==> src/rtl/dummy32_dbg_pkg.sv <==
// Shared definitions for the cycle-count debug readout path.
//   rpt_state_t    : report sequencer states
//   ASCII_*        : fixed characters of a report line
//   hex_to_ascii() : nibble to uppercase ASCII hex digit
package dummy32_dbg_pkg;

    typedef enum logic [2:0] {
        IDLE = 3'd0,
        PFX0 = 3'd1,
        PFX1 = 3'd2,
        DIG  = 3'd3,
        CR   = 3'd4,
        LF   = 3'd5
    } rpt_state_t;

    localparam logic [7:0] ASCII_0  = 8'h30;
    localparam logic [7:0] ASCII_X  = 8'h78;
    localparam logic [7:0] ASCII_CR = 8'h0D;
    localparam logic [7:0] ASCII_LF = 8'h0A;

    function automatic logic [7:0] hex_to_ascii(input logic [3:0] nib);
        logic [7:0] wide;
        wide = {4'h0, nib};
        if (nib < 4'd10) begin
            return ASCII_0 + wide;
        end
        return 8'h41 + (wide - 8'd10);
    endfunction

endpackage

==> src/rtl/cycle_count_reporter.sv <==
// Snapshots a cycle count on request and streams it as an ASCII hex line
// ("0x0000ABCD\r\n" at defaults) over a byte-wide valid/ready interface.
//
// state     | meaning
// ----------+------------------------------------------------
// IDLE      | waiting for snapshot; nothing on the stream
// PFX0      | presenting '0' of the "0x" prefix
// PFX1      | presenting 'x' of the "0x" prefix
// DIG       | presenting hex digit idx (MSB first, idx counts down)
// CR        | presenting carriage return
// LF        | presenting line feed; its transfer ends the report
//
// Ports:
//   clk        sole clock, rising edge
//   rst        synchronous reset, active-high
//   count      live count, sampled only when a snapshot is accepted
//   snapshot   report request, level sampled each cycle
//   out_valid  out_data holds a byte to transfer
//   out_data   ASCII byte
//   out_ready  sink accepts the byte this cycle
//   busy       report in progress
//   overrun    one-cycle pulse: snapshot dropped because a report was running
module cycle_count_reporter
    import dummy32_dbg_pkg::*;
#(
    parameter int WIDTH     = 32,
    parameter bit PREFIX_EN = 1'b1,
    parameter bit EOL_EN    = 1'b1
) (
    input  logic             clk,
    input  logic             rst,
    input  logic [WIDTH-1:0] count,
    input  logic             snapshot,
    output logic             out_valid,
    output logic [7:0]       out_data,
    input  logic             out_ready,
    output logic             busy,
    output logic             overrun
);

    localparam int NDIG = WIDTH / 4;
    localparam int IDXW = (NDIG > 1) ? $clog2(NDIG) : 1;
    localparam logic [IDXW-1:0] IDX_TOP = IDXW'(NDIG - 1);

    rpt_state_t       state_q, state_d;
    logic [WIDTH-1:0] latch_q, latch_d;
    logic [IDXW-1:0]  idx_q,   idx_d;
    logic             valid_q, valid_d;
    logic [7:0]       data_q,  data_d;
    logic             ovr_q,   ovr_d;
    logic             xfer;

    assign xfer = valid_q && out_ready;

    always_comb begin
        state_d = state_q;
        latch_d = latch_q;
        idx_d   = idx_q;
        ovr_d   = snapshot && (state_q != IDLE);

        unique case (state_q)
            IDLE: begin
                if (snapshot) begin
                    latch_d = count;
                    idx_d   = IDX_TOP;
                    state_d = PREFIX_EN ? PFX0 : DIG;
                end
            end
            PFX0: if (xfer) state_d = PFX1;
            PFX1: begin
                if (xfer) begin
                    state_d = DIG;
                    idx_d   = IDX_TOP;
                end
            end
            DIG: begin
                if (xfer) begin
                    if (idx_q == '0) begin
                        state_d = EOL_EN ? CR : IDLE;
                    end else begin
                        idx_d = idx_q - 1'b1;
                    end
                end
            end
            CR:      if (xfer) state_d = LF;
            LF:      if (xfer) state_d = IDLE;
            default: state_d = IDLE;
        endcase
    end

    // The output byte is registered from the next state, so a stalled
    // transfer (state unchanged) re-presents the identical byte.
    always_comb begin
        valid_d = (state_d != IDLE);
        data_d  = 8'h00;
        unique case (state_d)
            PFX0:    data_d = ASCII_0;
            PFX1:    data_d = ASCII_X;
            DIG:     data_d = hex_to_ascii(latch_d[{idx_d, 2'b00} +: 4]);
            CR:      data_d = ASCII_CR;
            LF:      data_d = ASCII_LF;
            default: data_d = 8'h00;
        endcase
    end

    always_ff @(posedge clk) begin
        if (rst) begin
            state_q <= IDLE;
            latch_q <= '0;
            idx_q   <= '0;
            valid_q <= 1'b0;
            data_q  <= 8'h00;
            ovr_q   <= 1'b0;
        end else begin
            state_q <= state_d;
            latch_q <= latch_d;
            idx_q   <= idx_d;
            valid_q <= valid_d;
            data_q  <= data_d;
            ovr_q   <= ovr_d;
        end
    end

    assign out_valid = valid_q;
    assign out_data  = data_q;
    assign busy      = (state_q != IDLE);
    assign overrun   = ovr_q;

endmodule

==> config.mk <==
export PLATFORM = sky130hd
export DESIGN_NAME = cycle_count_reporter
export DESIGN_NICKNAME = d
export VERILOG_FILES = /design/src/rtl/dummy32_dbg_pkg.sv /design/src/rtl/cycle_count_reporter.sv
export SDC_FILE = /design/constraint.sdc
export NUM_CORES = 1
export LEC_CHECK = 0
export CAP_MARGIN = 5
export CELL_PAD_IN_SITES_DETAIL_PLACEMENT = 1
export CELL_PAD_IN_SITES_GLOBAL_PLACEMENT = 2
export CORE_MARGIN = 8
export CORE_UTILIZATION = 28
export CTS_BUF_LIST = sky130_fd_sc_hd__clkbuf_4
export DETAILED_ROUTE_END_ITERATION = 8
export PLACE_DENSITY_LB_ADDON = 0.1
export SLEW_MARGIN = 20
export SYNTH_ARGS = -nofsm -noshare
export SYNTH_HDL_FRONTEND = slang
export SYNTH_SLANG_ARGS = --single-unit
==> constraint.sdc <==
create_clock -name clk -period 4.4 [get_ports clk]
set_input_delay 1.32 -clock clk [delete_from_list [all_inputs] [get_ports clk]]
set_output_delay 1.32 -clock clk [all_outputs]
set_load 0.01 [all_outputs]
# After elaboration in Yosys (flattened, before gate mapping)
# Index checks and enable logic that the tools add are counted.
[totals] register_bits=48 latch_bits=0 mem_bits_rw=0 rom_bits=0 in_bits=36 out_inout_bits=11 wordCells=48 n_memories=0
[op_classes] add_sub_neg=4 multipliers=0 n_div=0 order_cmp=1 n_eq_ne=10 shift=1 n_mux=20 n_bitwise=0 reduce_logical=6
[op_table] cell="32-bit 2-to-1 mux" n=2
[op_table] cell="8-bit case mux with 5 select lines" n=1
[op_table] cell="3-bit 2-to-1 mux" n=11
[op_table] cell="32-bit by 6-bit variable part select with 4-bit output" n=1
[op_table] cell="3-bit case mux with 6 select lines" n=1
[op_table] cell="8-bit 2-to-1 mux" n=2
[op_table] cell="3-bit by 2-bit equality test with 1-bit output, second input constant" n=4
[op_table] cell="3-bit equality test, second input constant" n=4
[op_table] cell="3-bit case mux with 3 select lines" n=1
[op_table] cell="7-bit by 8-bit adder with 8-bit output, first input constant" n=1
[op_table] cell="6-bit by 4-bit adder with 7-bit output, first input constant" n=1
[op_table] cell="3-bit by 1-bit equality test with 1-bit output, second input constant" n=2
[op_table] cell="3-bit logical NOT" n=2
[op_table] cell="3-bit nonzero test" n=2
[op_table] cell="4-bit by 4-bit subtractor with 5-bit output, second input constant" n=1
[op_table] cell="4-bit < comparator, second input constant" n=1
[op_table] cell="3-bit by 1-bit subtractor with 3-bit output, second input constant" n=1
[op_table] cell="1-bit logical AND" n=2
[op_table] cell="1-bit 2-to-1 mux" n=2

# Depth between registers and ports, before layout
# Gate-level depths: netlist of the first run.
[depth] word_depth=10 depth_mapped=20 mapped_depth_nobuf=17

# Least setup slack after synthesis of the first run
# OpenSTA, ideal clock, no wires.
[synth_path] path_kind="in2reg" from="input port snapshot" to="register data_q[4] (netlist: out_data[4])" setup_time_ps=78 arrival_ps=4112 t_required_ps=4322 slack_ps=210 path_stages=19 path_buffers=4 path_cell_list="buf_2 > nor2b_1 > buf_1 > o21a_1 > nor3_1 > buf_6 > mux2_4 > o211ai_2 > o2111ai_2 > inv_1 > ha_1 > inv_1 > ha_1 > clkbuf_1 > o21a_1 > inv_1 > nor2_1 > o211a_1 > nor3_1"
[synth_between] elab_chain_len=8 word_cells_on_any_way=21 cone_classes="add/sub: 3; order compare: 1; eq/ne: 5; shift: 1; mux: 11"
[synth_lines] item="start, declared" line="cycle_count_reporter.sv:33" source="input logic snapshot,"
[synth_lines] item="parallel branches: the longest is 7 deep, another holds 7-bit by 8-bit adder with 8-bit output"
[synth_lines] item="8-bit case mux with 5 select lines (*)" line="cycle_count_reporter.sv:96" source="unique case (state_d)"
[synth_lines] item="end signal, assigned" line="cycle_count_reporter.sv:119" source="data_q <= data_d;"
[synth_lines] item="end, declared" line="cycle_count_reporter.sv:49" source="logic [7:0] data_q, data_d;"
# Every way passes the cells marked *. The select of a mux whose other input is x is not followed.
# A chain may end at the register's enable or synchronous reset.

# Worst setup path in the final report of the first run
[layout_path] from="input port out_ready" to="register data_q[4] (netlist: out_data[4])"
[layout_between] elab_chain_len=9 word_cells_on_any_way=25 cone_classes="add/sub: 3; order compare: 1; eq/ne: 5; shift: 1; mux: 14; reduce/logical: 1"
[layout_lines] item="start, declared" line="cycle_count_reporter.sv:36" source="input logic out_ready,"
[layout_lines] item="1-bit logical AND (*)" line="cycle_count_reporter.sv:53" source="assign xfer = valid_q && out_ready;"
[layout_lines] item="parallel branches: the longest is 7 deep, another holds 7-bit by 8-bit adder with 8-bit output"
[layout_lines] item="8-bit case mux with 5 select lines (*)" line="cycle_count_reporter.sv:96"
# Marks and branches as above.

==> reports/qor.yml, run 1 <==
clockRootBuffer: "clkbuf_4"
cp.arrival_ps: 4530
grt_pass1_vias: 2718
yosysSeqAreaShare: 0.364
switching_share: 0.328
required_ps: 4710
final_cells: 508
fmax_ghz: 0.237
numCtsBuffers: 5
min_period_over_period: 0.957
grt_pass1_wl_mm: 14.2
dp_cells: 500
port_buffers: 45
clock_sink_count: 47
crit_type: "primary input to flop"
syn_inst: 326
start_util: 0.284
synth_cell_type_count: 59
cpPeakStageDelay_ps: 460
cts_setup_buffers: 0
holdCritPathClass: "flop to flop"
gp_congestion: 0.805
synth_largest_area_cell: "dfxtp_1"
wire_per_inst_um: 16.8
finalHoldViolCount: 0
synth_top_flop_cell: "dfxtp_1"
firstDrtPassIters: 4
antenna_found_initial: 0
post_cts_resized: 0
intPower_w: 0.000843
critPathMaxFanout: 7
dpl.hpwl_mm: 6.57
drive_gt1_frac: 0.171
clkPwrFrac: 0.278
p_switching_w: 0.000411
slowest_stage: "clkdlybuf4s50_1"
core_area_um2: 9110
max-clock-path-buffers: 2
via_count: 2575
synth-edff-count: 0
die_y_um: 112
synth_top_area_frac: 0.364
period_needed_ps: 4210
viasPerCell: 5.07
ys_ff_latch: 47
die_w_um: 112
syn_nets: 368
htree_levels: 2
rows: 35
powerDensity_nw_per_um2: 358
status: "completed"
cap_violations: 0
num_antenna_cells: 0
max-vdd-ir-drop_mv: 0.122
synth_area_leaders: "dfxtp_1 36%, nand2_1 9.4%, a21oi_1 8.1%"
worst_pin_slew_ps: 595
drc: 0
fin_area_um2: 3500
postRouteWirelength_mm: 8.55
combPwrFrac: 0.335
placed_area_um2: 3380
yosysWarnings: 0
finalSetupViolations: 0
die_area_um2: 12600
synth.avg_cell_area_um2: 7.93
worstPathCellList: "clkdlybuf4s50_1, buf_4, and3_1, o21a_2, nor3_4, buf_4, mux2_4, o211ai_2, o2111ai_2, inv_1, ha_1, inv_1, ha_1, nand2_1, nor2_2, nor2_1, o211a_1, nor3_1"
clk_latency_ps: 380
p_seq_frac: 0.387
fin_skew_ps: 10.3
fin_tns_setup_ps: 0
start_kind: "primary input"
cts_hold_buffers: 0
ant_nets: 0
synth_commonest_cells: "65 x nand2_1, 47 x dfxtp_1, 42 x a21oi_1"
io_pins: 47
ys_async_sr_fraction: 0
drtIter0Drc: 59
p_leak_nw: 1.40
cts_tree: "done"
netlist_area_um2: 2580
critPathCaptureType: "flop"
track_usage: 0.139
grt_overflow: 0
clk_pin_slew_ps: 160
fin_nets: 438
drv_slew: 0
area_growth_pct: 35.5
relSlewSlack: 0.603
grt_max_degree: 40
yosys.cell_count.top_type: "nand2_1"
## routing by layer
layer | vias up | share of wire | routed length, µm | global-route usage
li1 | 1304 | - | - | -
met2 | 38 | 0.48 | 4140 | 0.242
met1 | 1227 | 0.48 | 4080 | 0.172
met4 | 0 | 0.011 | 90 | 0.0342
met3 | 6 | 0.029 | 246 | 0.0258
met5 | - | 0 | 0 | 0
## through the flow
step                      total power, W  utilization  setup slack, ps  hold slack (ps)
after global placement          0.000912        0.371             -235              443
after floorplan                 0.000720            -              210              429
after detailed placement        0.000916        0.371             -283              448
final                            0.00125        0.384              188              463
after global routing             0.00133        0.384            -10.7              483
after CTS                        0.00127        0.383              108              468
## registers in the layout, summed over array words and instances (netlist names)
signal / cells
overrun: 1
state_q: 3
latch_q: 32
out_valid: 1
idx_q: 3
out_data: 7
## placed cells by master (no fill, tap or decap), types with 3 or more instances in the layout
master and n:
dfxtp_1 47, o21ai_0 8, nand4_1 7, nor2b_1 3, a22oi_1 3, clkbuf_4 5
clkdlybuf4s50_1 45, nor2_1 14, mux2i_1 8, nand3_1 13, nor3_1 7, inv_1 9
o21ai_1 7, buf_4 40, o211ai_2 3, and3_1 4, xnor2_1 3, ha_1 6
and2_1 3, o21a_1 3, nand2_1 65, a21oi_1 42, o31ai_1 5
## final timing paths
kind              depth (start not counted)     endpoint         from  slack (ps)
hold / removal                            2  latch_q[27]  latch_q[27]         460
setup / recovery                         18  out_data[4]    out_ready         190
setup reg to reg                         19  out_data[4]     idx_q[0]         870
hold reg to reg                           2  latch_q[27]  latch_q[27]         460
## cell families after synthesis
family,synth area share
xor gates and xnor gates,0.0136
buffers and inverters,0.0528
DFF,0.364
AOI/OAI and AO/OA,0.231
other,0.00145
and+or+nand+nor,0.244
muxes,0.0644
adders and majority gates,0.0291
## critical path, delay by kind of cell
kind                       cells  cell delay (ps)
adders and majority gates      2              420
AOI/OAI and AO/OA              4              700
and+or+nand+nor                6              810
muxes                          1              310
buffers and inverters          5              950
## final cells by class
class | count | area [µm²]
Clock buffer | 5 | 37.5
Clock inverter | 3 | 71.3
Fill cell | 1122 | 5610
Inverter | 10 | 37.5
Multi-Input combinational cell | 247 | 1530
Sequential cell | 47 | 941
Tap cell | 111 | 139
Timing Repair Buffer | 85 | 751
## power by group through the flow
stage	clock network, W	registers (W)	logic, W
after CTS	0.000359	0.000486	0.000423
final	0.000348	0.000485	0.000420
after detailed placement	0	0.000495	0.000421
after floorplan	0	0.000486	0.000234
after global placement	0	0.000495	0.000417
after global routing	0.000373	0.000490	0.000466
(Power assumes the default switching activity.)
==> run 2, diff against run 1 <==
- PLACE_DENSITY_LB_ADDON: 0.1 -> 0.25
==> reports/qor.yml, run 2 (synthesis results as in run 1) <==
grt_pass1_wl_mm: 13.9  # -2.5%
drv_slew: 0  # unchanged
die_w_um: 112  # unchanged
period_needed_ps: 4140  # -74.9 ps
viasPerCell: 5.10  # +0.55%
cap_violations: 0  # unchanged
grt_max_degree: 40  # unchanged
layout_common_cells: "65 x nand2_1, 47 x dfxtp_1, 45 x clkdlybuf4s50_1"
num_antenna_cells: 0  # unchanged
grt_overflow: 0  # unchanged
clk_pin_slew_ps: 140  # -20 ps
htree_levels: 2  # unchanged
fin_ws_ps: 263  # +74.9 ps
drtIter0Drc: 88  # +49%
grt_pass1_vias: 2727  # +0.33%
drive_gt1_frac: 0.164  # -0.00714
port_buffers: 45  # unchanged
fin_nets: 437  # -0.23%
min_period_over_period: 0.940  # -0.0170
status: "completed"
max-vdd-ir-drop_mv: 0.103  # -16%
antenna_found_initial: 0  # unchanged
final_cells: 507  # -0.20%
finalSetupViolations: 0  # unchanged
largest-register: "latch_q"
numCtsBuffers: 5  # unchanged
powerDensity_nw_per_um2: 321  # -10%
firstDrtPassIters: 4  # unchanged
max-clock-path-buffers: 2  # unchanged
final_core_util: 0.378  # -0.00618
fmax_ghz: 0.242  # +1.8%
finalHoldViolCount: 0  # unchanged
start_util: 0.284  # unchanged
critPathCaptureType: "flop"
rows: 35  # unchanged
wire_per_inst_um: 16.4  # -2.6%
final-seq-area_um2: 941  # unchanged
required_ps: 4710  # about the same
dp_cells: 499  # -0.20%
total_power_w: 0.00111  # -12%
cp_common_cell: "buf_4"
placed_area_um2: 3370  # -0.22%
slowest_stage: "clkdlybuf4s50_1"
die_y_um: 112  # unchanged
fillers: 1133  # +0.98%
clock_sink_count: 47  # unchanged
postRouteWirelength_mm: 8.31  # -2.8%
fin_area_um2: 3450  # -1.6%
core_area_um2: 9110  # unchanged
largest_reg_flops: 32  # unchanged
ant_nets: 0  # unchanged
track_usage: 0.136  # -0.00288
worst_pin_slew_ps: 512  # -82.6 ps
fin_skew_ps: 9.01  # -1.27 ps
relSlewSlack: 0.658  # +0.0552
worstPathCellList: "clkdlybuf4s50_1, buf_4, and3_1, o21a_1, nor3_2, buf_4, mux2_4, o211ai_2, o2111ai_2, inv_1, ha_1, inv_1, ha_1, buf_4, nor3b_1, nand3_1, nand3_1"
critPathMaxFanout: 7  # unchanged
cts_tree: "done"
area_growth_pct: 33.4
holdCritPathClass: "flop to flop"
rsz0062_at_grt: "false"
layout_commonest_cell: "nand2_1"
gp_congestion: 0.797  # -1.0%
p_leak_nw: 1.37  # -2.1%
clk_latency_ps: 360  # -20 ps
dp_slack_ps: -269  # +14.6 ps
start_kind: "primary input"
via_count: 2584  # +0.35%
cpPeakStageDelay_ps: 460  # about the same
multi_input_area_um2: 1530  # +0.49%
clockRootBuffer: "clkbuf_4"
die_area_um2: 12600  # unchanged
io_pins: 47  # unchanged
drc: 0  # unchanged
dpl.hpwl_mm: 6.40  # -2.5%
crit_type: "primary input to flop"
cp.arrival_ps: 4450  # -80 ps
run 2: worst max-delay path, delay by kind of cell:
| kind | cells | cell delay [ps] |
|---|---|---|
| multiplexers | 1 | 320 |
| AO/OA/AOI/OAI | 3 | 570 |
| adder cells (fa/ha/maj) | 2 | 420 |
| AND/OR/NAND/NOR | 5 | 700 |
| buffers and inverters | 6 | 1120 |
run 2: layer usage:
layer,up-vias,global-route usage,share of wire
li1,1301,-,-
met1,1232,0.176,0.48
met2,45,0.226,0.46
met3,6,0.0247,0.046
met4,0,0.0351,0.010
met5,-,0,0
run 2: layout make-up:
class	instances	area share
clock inverter	2	0.00218
inverter	10	0.0109
sequential	47	0.273
multi-input combinational	247	0.445
clock buffer	6	0.0131
timing repair buffer	84	0.216
tap	111	0.0403
run 2: path summary, 6_finish.rpt:
check,startpoint,end,slack (ps),cells after the start
worst max-delay path,out_ready,out_data[3],260,17
worst min-delay path,latch_q[31],latch_q[31],470,2
worst max register to register,idx_q[0],out_data[3],870,18
worst min register to register,latch_q[31],latch_q[31],470,2
run 2: where the power goes:
group	switching [W]	internal, W
Clock	0.000142	0.0000658
Combinational	0.000219	0.000199
Sequential	0.0000239	0.000459
Total	0.000384	0.000723
run 2: timing repair:
action                                  4_1_cts  5_1_grt
buffers inserted                              0        0
endpoints found under the setup margin        0        1
hold buffers                                  0        0
resized for setup                             0        4
run 2: through the flow:
| stage | setup TNS [ps] | hold WS [ps] |
|---|---|---|
| 2_1_floorplan | 0 | 429 |
| 3_3_place_gp | -708 | 442 |
| 3_5_place_dp | -1100 | 448 |
| 4_1_cts | 0 | 467 |
| 5_1_grt | 0 | 490 |
| 6_report | 0 | 465 |
==> RTL edit (settings of run 2) <==
Register the output `overrun` once more, cleared by the reset; this adds one clock of latency there. The other outputs are not delayed to match. Comments in the files are not updated.
--- a/src/rtl/cycle_count_reporter.sv
+++ b/src/rtl/cycle_count_reporter.sv
@@ -124,7 +124,13 @@
     assign out_valid = valid_q;
     assign out_data  = data_q;
     assign busy      = (state_q != IDLE);
-    assign overrun   = ovr_q;
+    always_ff @(posedge clk) begin
+        if (rst) begin
+            overrun <= '0;
+        end else begin
+            overrun <= ovr_q;
+        end
+    end
 
 endmodule
 
Formal check against the unedited RTL: not equivalent (Yosys sat finds a counterexample within 4 cycles, from zero or initial values and one cycle with rst high).
==> RTL edit against run 2 <==
- critical path depth is 1 lower
- design area is 2.8% higher
- setup slack got worse by 63 ps
- final cell count grew 0.59%
- area after synthesis up 1.0%
- sequential cell count up 1
- utilization up 0.87 points
- wire length increased by 3.8%
- total power is 13% higher
- critical path type unchanged
==> RTL edit: results (changes against run 2) <==
status=completed (unchanged); synth cell count leaders=nand2_1, dfxtp_1, a21oi_1, nor2_1, clkbuf_1 (was nand2_1, dfxtp_1, a21oi_1, nor2_1); post-synthesis mux area share=6.376% (was 6.441%); CP max-delay cell=or4_4 (was clkdlybuf4s50_1); initial antenna violation count=1 (was 0); met2 WL post-DR=4.103 mm (was 3.838 mm); LEAKAGE=1.403 nW (was 1.367 nW); met3 WL post-DR=268 um (was 382 um); area fraction in compound gates after synthesis=22.82% (was 23.05%); vias in the first global route=2880 (was 2727); multi-input combinational area share=43.84% (was 44.48%); nets@finish=439 (was 437); Seq area share=27.13% (was 27.31%); gpl congestion=0.8505 (was 0.7966); top cells by area, synth=dfxtp_1, nand2_1, a21oi_1 (unchanged); Synth Area in Adders=2.876% (was 2.906%); grt met2 use=23.66% (was 22.62%); skew final=17.19 ps (was 9.012 ps); top layer in use=met4 (unchanged); drt pass-1 iters=4 (unchanged); CP delay by family, top=simple AND/OR/NAND/NOR gates (was buffers and inverters); post-synthesis cell type count=59 (unchanged); IR drop worst, VDD=0.1399 mV (was 0.1027 mV); Ant. Diodes=1 (was 0); Avg Cell Area, Syn=7.957 sq um (was 7.926 sq um); Crit path arrival time=4500 ps (was 4450 ps); met3 usage=2.362% (was 2.469%); Metal-1 WL=4.078 mm (was 4.008 mm); initial DRC count=77 (was 88); fraction of area in non-clock buffers=20.98% (was 21.57%); placed cells=501 (was 499); fraction of the yosys area taken by sequential cells=36.82% (was 36.42%); routed wire length=8.632 mm (was 8.312 mm); Critical Path Max Stage Delay=570 ps (was 460 ps); Synth Area in XOR/XNOR=1.342% (was 1.356%); routed length per placed instance=16.93 um (was 16.39 um); DR vias/cell=5.143 (was 5.097); worst-path maximum fanout=5 (was 7); met1 GRT Util=17.84% (was 17.62%); multi-input gate count=248 (was 247); overall fraction of global-route tracks in use=14.20% (was 13.56%); Net Count, Synth=370 (was 368); relative slew slack=40.80% (was 65.80%); DPL Wire Length=6.671 mm (was 6.403 mm); FILL cells=1094 (was 1133); clock sinks=48 (was 47); DP Worst Slack=-343.9 ps (was -268.7 ps); first-pass GRT wire length=14.56 mm (was 13.86 mm); Clock buf/inv share=3.002% (was 1.525%); layout cells sized above 1=16.83% (was 16.41%); sequential cell area=960.9 sq um (was 940.9 sq um); placement-stage cell area=3398 sq um (was 3372 sq um); Async SR Flop Fraction=0% (unchanged); largest net degree at the start of global routing=41 (was 40)
RTL edit: changes by cell type after synthesis:
cell,run 2,this run
clkbuf_1,13,14
buf_1,3,2
nor2b_1,3,4
dfxtp_1,47,48
RTL edit: power breakdown:
part	internal, W	switching [W]	leakage, nW
sequential	0.000468	0.0000269	0.394
combinational	0.000200	0.000216	0.953
clock	0.000179	0.000158	0.0558
total	0.000848	0.000400	1.40
RTL edit: what timing repair did:
action / in CTS / in global routing
endpoints found under the setup margin: 0 / 3
resized for setup: 0 / 6
setup buffers: 0 / 0
hold endpoints to repair: 0 / 0
RTL edit: path summary, 6_finish.rpt:
| path | startpoint | endpoint | slack, ps | cells after the start |
|---|---|---|---|---|
| worst max-delay path | out_ready | out_data[4] | 200 | 16 |
| worst min-delay path | ovr_q | overrun | 460 | 1 |
| worst max register to register | idx_q[0] | out_data[4] | 600 | 18 |
| worst min register to register | ovr_q | overrun | 460 | 1 |
